===== src/rtl/rf_write_sched_pkg.sv =====
// Shared definitions for the RegFile write-port scheduler: requester
// indices and the aging threshold used for anti-starvation promotion.
package rf_write_sched_pkg;

    localparam int kNREQ    = 3;
    localparam int kAGE_MAX = 3;

    // Fixed-priority order: lower index wins unless another requester has aged out.
    typedef enum logic [1:0] {
        REQ_LOAD = 2'd0,
        REQ_ALU  = 2'd1,
        REQ_IMM  = 2'd2
    } req_idx_e;

endpackage


===== src/rtl/rf_scoreboard.sv =====
// Per-register busy scoreboard: tracks issued-but-uncommitted destinations
// and rejects issues that would read or overwrite a pending register.
module rf_scoreboard
#(
    parameter int D = 4
)
(
    input  logic           Clk,
    input  logic           Reset_n,
    input  logic           IssueEn,
    input  logic [D-1:0]   IssueAddr,
    input  logic [D-1:0]   ReadAddrA,
    input  logic [D-1:0]   ReadAddrB,
    input  logic           CommitEn,
    input  logic [D-1:0]   CommitAddr,
    output logic           Stall,
    output logic [2**D-1:0] Busy
);

    localparam int NR = 2**D;

    logic [NR-1:0] busy_q;
    logic [NR-1:0] busy_d;

    // A committing register still reads stale data this cycle, so it stalls too.
    assign Stall = IssueEn & (busy_q[ReadAddrA] | busy_q[ReadAddrB] | busy_q[IssueAddr]);

    always_comb begin
        busy_d = busy_q;
        if (CommitEn)
            busy_d[CommitAddr] = 1'b0;
        // Applied after the clear so a same-register issue wins.
        if (IssueEn && !Stall)
            busy_d[IssueAddr] = 1'b1;
    end

    always_ff @(posedge Clk or negedge Reset_n) begin
        if (!Reset_n)
            busy_q <= '0;
        else
            busy_q <= busy_d;
    end

    assign Busy = busy_q;

endmodule


===== src/rtl/rf_write_sched.sv =====
// RegFile write-port scheduler: fixed-priority arbitration with aging over
// the writeback sources, a one-stage registered write port, and the scoreboard.
module rf_write_sched
    import rf_write_sched_pkg::*;
#(
    parameter int W       = 8,
    parameter int D       = 4,
    parameter int NREQ    = kNREQ,
    parameter int AGE_MAX = kAGE_MAX
)
(
    input  logic             Clk,
    input  logic             Reset_n,
    input  logic [NREQ-1:0]   ReqValid,
    input  logic [NREQ*D-1:0] ReqAddr,
    input  logic [NREQ*W-1:0] ReqData,
    output logic [NREQ-1:0]   ReqGrant,
    input  logic             IssueEn,
    input  logic [D-1:0]      IssueAddr,
    input  logic [D-1:0]      ReadAddrA,
    input  logic [D-1:0]      ReadAddrB,
    output logic             Stall,
    output logic             RegWriteEn,
    output logic [D-1:0]      WriteAddr,
    output logic [W-1:0]      WriteData,
    output logic [2**D-1:0]   Busy
);

    localparam int            AW      = $clog2(AGE_MAX + 1);
    localparam logic [AW-1:0] AGE_TOP = AW'(AGE_MAX);

    logic [NREQ-1:0][AW-1:0] age;
    logic [NREQ-1:0]         aged;
    logic [NREQ-1:0]         pool;
    logic [NREQ-1:0]         grant;
    logic [D-1:0]            sel_addr;
    logic [W-1:0]            sel_data;

    always_comb begin
        for (int i = 0; i < NREQ; i++)
            aged[i] = ReqValid[i] && (age[i] == AGE_TOP);
    end

    // Aged-out requesters form the candidate pool when present; otherwise all valid ones.
    always_comb begin
        pool  = (|aged) ? aged : ReqValid;
        grant = '0;
        for (int i = NREQ - 1; i >= 0; i--) begin
            if (pool[i]) begin
                grant    = '0;
                grant[i] = 1'b1;
            end
        end
        if (!Reset_n)
            grant = '0;
    end

    assign ReqGrant = grant;

    always_comb begin
        sel_addr = '0;
        sel_data = '0;
        for (int i = 0; i < NREQ; i++) begin
            if (grant[i]) begin
                sel_addr = ReqAddr[i*D +: D];
                sel_data = ReqData[i*W +: W];
            end
        end
    end

    for (genvar g = 0; g < NREQ; g++) begin : g_age
        always_ff @(posedge Clk or negedge Reset_n) begin
            if (!Reset_n)
                age[g] <= '0;
            else if (ReqValid[g] && !grant[g]) begin
                if (age[g] != AGE_TOP)
                    age[g] <= age[g] + 1'b1;
            end
            else
                age[g] <= '0;
        end
    end

    always_ff @(posedge Clk or negedge Reset_n) begin
        if (!Reset_n) begin
            RegWriteEn <= 1'b0;
            WriteAddr  <= '0;
            WriteData  <= '0;
        end
        else begin
            RegWriteEn <= |grant;
            if (|grant) begin
                WriteAddr <= sel_addr;
                WriteData <= sel_data;
            end
        end
    end

    rf_scoreboard #(.D(D)) u_sb (
        .Clk        (Clk),
        .Reset_n    (Reset_n),
        .IssueEn    (IssueEn),
        .IssueAddr  (IssueAddr),
        .ReadAddrA  (ReadAddrA),
        .ReadAddrB  (ReadAddrB),
        .CommitEn   (RegWriteEn),
        .CommitAddr (WriteAddr),
        .Stall      (Stall),
        .Busy       (Busy)
    );

endmodule


===== config.mk =====
export PLATFORM = sky130hd
export DESIGN_NAME = rf_write_sched
export DESIGN_NICKNAME = d
export VERILOG_FILES = /design/src/rtl/rf_write_sched_pkg.sv /design/src/rtl/rf_scoreboard.sv /design/src/rtl/rf_write_sched.sv
export SDC_FILE = /design/constraint.sdc
export NUM_CORES = 1
export LEC_CHECK = 0
export CAP_MARGIN = 20
export CORE_MARGIN = 2
export CORE_UTILIZATION = 30
export DETAILED_ROUTE_END_ITERATION = 6
export PLACE_DENSITY = 0.68
export SLEW_MARGIN = 20
export SYNTH_ARGS = -nofsm -noshare
export SYNTH_HDL_FRONTEND = slang
export SYNTH_SLANG_ARGS = --single-unit

===== constraint.sdc =====
create_clock -name Clk -period 2.73 [get_ports Clk]
set_input_delay 0.546 -clock Clk [delete_from_list [all_inputs] [get_ports Clk]]
set_output_delay 0.546 -clock Clk [all_outputs]
set_load 0.01 [all_outputs]

==> flow_summary.json, run 1 <==
{
  "setup_viol": 0,
  "end_kind": "output pin",
  "p_per_area_mw_per_mm2": 735,
  "antenna_found_initial": 0,
  "ys_seq_elements": 35,
  "rsz0062_at_grt": "false",
  "async_flop_share_pct": 100,
  "ff2ff_path_depth": 6,
  "required_ps": 2180,
  "worstMarginPinSlew_ps": 434,
  "coreArea_sq_mm": 0.00729,
  "antenna_cells": 0,
  "ys_types": 39,
  "fin_hold_ws_ps": 76.6,
  "maxSlewViolCount": 0,
  "clock_skew_ps": 7.32,
  "relSlewSlack_pct": 71.1,
  "gp_congestion": 0.892,
  "final_hold_viol_count": 0,
  "postRouteAntennaNets": 0,
  "finalNetCount": 377,
  "drive_above_1_share_pct": 18.4,
  "initial_core_util_pct": 31.2,
  "cts_sinks": 35,
  "cts_setup_buffers": 0,
  "dp_hpwl_um": 5530,
  "vdd_drop_max_mv": 0.286,
  "crit_path_start": "age[4]",
  "synthXorXnorAreaFrac_pct": 1.15,
  "wl_per_cell_um": 17.1,
  "placedCellCount": 412,
  "min_period_ps": 2630,
  "synthSimpleGateAreaFrac_pct": 16.2,
  "r2r-start": "u_sb.Busy[13]",
  "die-area_sq_mm": 0.00830,
  "timing.fmax_ghz": 0.381,
  "path_class": "reg2out",
  "yosys_most_used_dff": "dfrtp_1",
  "synth_area_leaders": "dfrtp_1, mux4_2, mux4_1",
  "synth_top_area_share_pct": 38.5,
  "grt_pass1_vias": 2240,
  "hold_class": "in2async",
  "syn_inst": 218,
  "grt_pass1_wl_um": 11600,
  "hold_buffers": 0,
  "post-place-ws_ps": -630,
  "synth-compound-area-share_pct": 22.3,
  "drt_iter0_markers": 230,
  "clock_latency_ps": 290,
  "fin_tns_setup_ps": 0,
  "dr.pass1.iters": 5,
  "io_pins": 87,
  "p_total_mw": 2.52,
  "synth_top_family_by_area": "compound AO/OA/AOI/OAI gates",
  "maxCapViolations": 0,
  "leakage_nw": 1.36,
  "cp_max_fo": 5,
  "fin_ws_ps": 103,
  "drt-total-wl_um": 7180,
  "synth_mux_area_share_pct": 16.9,
  "dieHeight_um": 91.1,
  "cts_htree_levels": 2,
  "rows": 31,
  "yosys.area.top_type": "dfrtp_1",
  "synth-edff-count": 0,
  "drc_errors": 0,
  "grt_remaining_overflow": 0,
  "synth_seq_area_share_pct": 38.5,
  "cts_inserted_buffers": 5,
  "avgSynthCellArea_sq_um": 10.4,
  "instances_no_fill": 420,
  "via_count": 2249,
  "clkSlewWorstSetupHoldPaths_ps": 70,
  "cts_tree": "built",
  "cts_root_buffer": "clkbuf_8",
  "syn_area_sq_mm": 0.00228,
  "cp-start-kind": "flop",
  "track_usage_pct": 17.6,
  "port_buffers": 86,
  "ys_warn_count": 0,
  "arrival_ps": 2080,
  "via_per_inst": 5.35,
  "final.period_utilization_pct": 96.2,
  "cts_buffer_depth": 2,
  "synthesis.nets": 275,
  "synthAdderAreaFrac_pct": 1.65,
  "area_growth_pct": 50.6,
  "die-width_um": 91.1,
  "status": "completed",
  "grt_start_max_net_pins": 37
}
[cell families (layout without fill, tap and decap cells)]
family	Yosys count	count (layout)
and+or+nand+nor	74	74
AOI/OAI and AO/OA	69	69
DFF	35	35
muxes	21	21
buffers and inverters	13	116
adders and majority gates	3	3
xor gates and xnor gates	3	3
[final timing paths]
| path | end | slack (ps) |
|---|---|---|
| setup / recovery | ReqGrant[0] | 100 |
| hold / removal | age[2] | 80 |
| setup reg to reg | u_sb.Busy[2] | 750 |
| hold reg to reg | WriteData[6] | 540 |
| max in group asynchronous | WriteData[4] | 1990 |
| min in group Clk | WriteData[6] | 540 |
[flip-flops by register name (all words and copies together), names as in the netlist]
register / count
RegWriteEn: 1
WriteData: 8
u_sb.Busy: 16
age: 6
WriteAddr: 4
[stage by stage]
step | utilization, % | area, sq um
6_report | 47.0 | 3430
5_1_grt | 47.0 | 3430
4_1_cts | 47.0 | 3420
3_5_place_dp | 45.8 | 3340
3_3_place_gp | 45.8 | 3340
2_1_floorplan | - | 2280
[synthesized netlist by cell type (4+ instances only)]
master / count
dfrtp_1: 35
nor2_1: 21
nand2_1: 18
o21ai_0: 18
a21oi_1: 16
a221oi_1: 12
nand3_1: 10
mux4_2: 8
o31ai_2: 8
mux2i_1: 7
o31ai_1: 7
clkbuf_1: 5
nand2b_1: 5
nand4_1: 5
nor2b_1: 5
mux4_1: 4
[report_power, final]
group          internal, mW  switching (mW)  total [mW]
combinational         0.673           0.531        1.20
clock                 0.230           0.186       0.417
sequential            0.668           0.231       0.898
total                  1.57           0.948        2.52
[cell type report]
cell class                 count  area [sq um]
tap                           99           124
clock buffer                   8           100
timing repair buffer         106           987
sequential                    35           876
multi-input combinational    170          1340
fill                         715          3860
inverter                       2          7.51
[cells in the final DEF (no fill, tap or decap), types with 6 or more instances in the layout]
master	synthesis	final
mux2i_1	7	6
clkbuf_8	0	7
nand3_1	10	10
o21ai_0	18	17
a221oi_1	12	12
nand2_1	18	18
mux4_2	8	8
a21oi_1	16	16
nor2_1	21	19
dfrtp_1	35	35
o31ai_2	8	8
o31ai_1	7	7
clkdlybuf4s50_1	0	77
buf_4	0	20
[routing by layer]
layer	up-vias	track usage, %	part of all wire, %
met4	0	4.55	0.75
met1	1085	22.8	43
met3	5	5.39	9.1
met2	116	28.8	48
li1	1043	-	-
met5	-	0	0
[worst max-delay path, stage by stage (launching register included)]
cell and delay [ps]:
dfrtp_1 400, ha_1 290, a22oi_1 230, o21ai_1 130, nor2_2 170, clkdlybuf4s50_1 570
[repair_timing]
item / 4_1_cts / 5_1_grt
cloned: 0 / 0
gates resized for setup: 17 / 5
endpoints found under the setup margin: 3 / 3
pin swaps: 1 / 0
(Power assumes the default switching activity.)
==> run 2, diff against run 1 <==
--- a/config.mk
+++ b/config.mk
@@ -9,8 +9,9 @@
 export CORE_MARGIN = 2
 export CORE_UTILIZATION = 30
 export DETAILED_ROUTE_END_ITERATION = 6
-export PLACE_DENSITY = 0.68
+export PLACE_DENSITY = 0.66
 export SLEW_MARGIN = 20
 export SYNTH_ARGS = -nofsm -noshare
 export SYNTH_HDL_FRONTEND = slang
+export SYNTH_HIERARCHICAL = 1
 export SYNTH_SLANG_ARGS = --single-unit
==> flow_summary.json, run 2 <==
{
  "fillers": 852,
  "die-area_sq_mm": 0.00966,
  "rsz0062_at_grt": "false",
  "regArea_sq_um": 876,
  "cts_htree_levels": 2,
  "crit_path_start": "IssueAddr[1]",
  "synth_most_common_cell": "dfrtp_1",
  "status": "complete, but fails checks",
  "clkSlewWorstSetupHoldPaths_ps": 80,
  "worstMarginPinSlew_ps": 442,
  "gp_congestion": 0.904,
  "synth_area_leaders": "dfrtp_1, mux4_1, mux4_2",
  "clock_skew_ps": 16.3,
  "final.period_utilization_pct": 100,
  "clock_latency_ps": 300,
  "die-width_um": 98.3,
  "synth_top_cells_by_count": "dfrtp_1, o21ai_0, nand2_1",
  "rows": 34,
  "via_per_inst": 5.50,
  "port_buffers": 86,
  "yosys_most_used_dff": "dfrtp_1",
  "cp_max_fo": 5,
  "antenna_found_initial": 0,
  "dpl_cell_area_sq_mm": 0.00379,
  "vdd_drop_max_mv": 0.246,
  "hold_buffers": 0,
  "ys_warn_count": 6,
  "path_class": "in2out",
  "mostFrequentLayoutCells": "clkdlybuf4s50_1, dfrtp_1, buf_4, o21ai_0, nand2_1",
  "avgSynthCellArea_sq_um": 11.3,
  "yosys.area.top_type": "dfrtp_1",
  "end_kind": "output pin",
  "grt_pass1_vias": 2627,
  "layout_commonest_cell": "clkdlybuf4s50_1",
  "maxSlewViolCount": 0,
  "syn_inst": 237,
  "coreArea_sq_mm": 0.00868,
  "post-place-ws_ps": -648,
  "p_per_area_mw_per_mm2": 722,
  "cts_inserted_buffers": 5,
  "largest_reg_flops": 16,
  "initial_core_util_pct": 30.7,
  "hold_class": "in2async",
  "p_total_mw": 2.86,
  "grt_start_max_net_pins": 28,
  "track_usage_pct": 16.9,
  "fin_tns_setup_ps": -2.17,
  "antenna_cells": 0,
  "dieHeight_um": 98.3,
  "min_period_ps": 2730,
  "io_pins": 87,
  "cts_sinks": 35,
  "maxCapViolations": 0,
  "final_hold_viol_count": 0,
  "required_ps": 2180,
  "wl_per_cell_um": 17.7,
  "drc_errors": 0,
  "synth_top_area_share_pct": 32.8,
  "timing.fmax_ghz": 0.366,
  "dr.pass1.iters": 6,
  "synthesis.nets": 294,
  "drive_above_1_share_pct": 29.1,
  "violations": "negative setup slack",
  "cts_tree": "built",
  "syn_area_sq_mm": 0.00267,
  "cts_root_buffer": "clkbuf_8",
  "leakage_nw": 1.62,
  "arrival_ps": 2190,
  "drt_iter0_markers": 83,
  "dp_hpwl_um": 6170,
  "cp-start-kind": "input port",
  "r2r-start": "u_sb/Busy[2]",
  "synth_seq_area_share_pct": 32.8,
  "ys_seq_elements": 35,
  "async_flop_share_pct": 100,
  "cts_buffer_depth": 2,
  "relSlewSlack_pct": 70.5,
  "area_growth_pct": 48.4,
  "setup_viol": 1,
  "ys_types": 55,
  "grt_pass1_wl_um": 13200,
  "stdcell_area_sq_mm": 0.00396,
  "finalNetCount": 407,
  "synth-edff-count": 0,
  "via_count": 2526,
  "drt-total-wl_um": 8140,
  "postRouteAntennaNets": 0,
  "grt_remaining_overflow": 0,
  "fin_ws_ps": -2.17,
  "multiInputGateArea_sq_mm": 0.00167
}
==> run 2: power by group <==
part,internal [mW],switching [mW],leakage [nW]
Combinational,0.800,0.599,1.13
Sequential,0.672,0.215,0.432
Clock,0.364,0.208,0.0644
Total,1.84,1.02,1.62
==> run 2: cell type report <==
| cell class | count | share of cell area (%) |
|---|---|---|
| Clock buffer | 5 | 1.74 |
| Inverter | 6 | 0.569 |
| Clock inverter | 3 | 1.71 |
| Timing Repair Buffer | 121 | 28.3 |
| Multi-Input combinational cell | 181 | 42.1 |
| Tap cell | 108 | 3.42 |
| Sequential cell | 35 | 22.1 |
==> run 2: metrics by stage <==
step                instances  hold slack (ps)  util, %
floorplan                 237              250        -
global placement          448              374     43.6
detailed placement        448              374     43.6
CTS                       458             52.3     45.4
global route              459             53.6     45.6
finish                    459             57.7     45.6
==> run 2: worst paths after layout <==
check | cells after the start | slack [ps] | to
max | 7 | -2 | Stall
min | 1 | 60 | age[5]
max reg2reg | 5 | 760 | u_sb/Busy[15]
min reg2reg | 2 | 480 | WriteData[7]
max in group asynchronous | 2 | 2120 | u_sb/Busy[1]
min in group Clk | 2 | 480 | WriteData[7]
==> run 2: worst max-delay path: stages <==
cell and delay [ps]:
dlygate4sd2_1 210, buf_6 130, mux4_2 500, mux2i_1 210, mux2i_1 140, o31a_1 310
buf_2 140
==> run 2: cells by family after synthesis <==
logic type / share of synthesized area [%]
AO/OA/AOI/OAI: 28.0
XOR/XNOR: 0.986
adder cells (fa/ha/maj): 1.41
buffers and inverters: 5.02
flip-flops: 32.8
multiplexers: 16.9
AND/OR/NAND/NOR: 14.8
==> run 2: per-layer routing <==
metal	part of all wire (%)	vias to the layer above	GRT usage (%)
met5	0	-	0
met4	0.90	0	4.32
met3	8.7	8	5.08
met2	48	122	28.7
met1	42	1235	21.2
li1	-	1161	-
==> run 2: repair_timing <==
action                                  CTS  global route
gates resized for setup                  16             7
pin swaps                                 2             2
setup buffers                             2             1
endpoints found under the setup margin    2             4
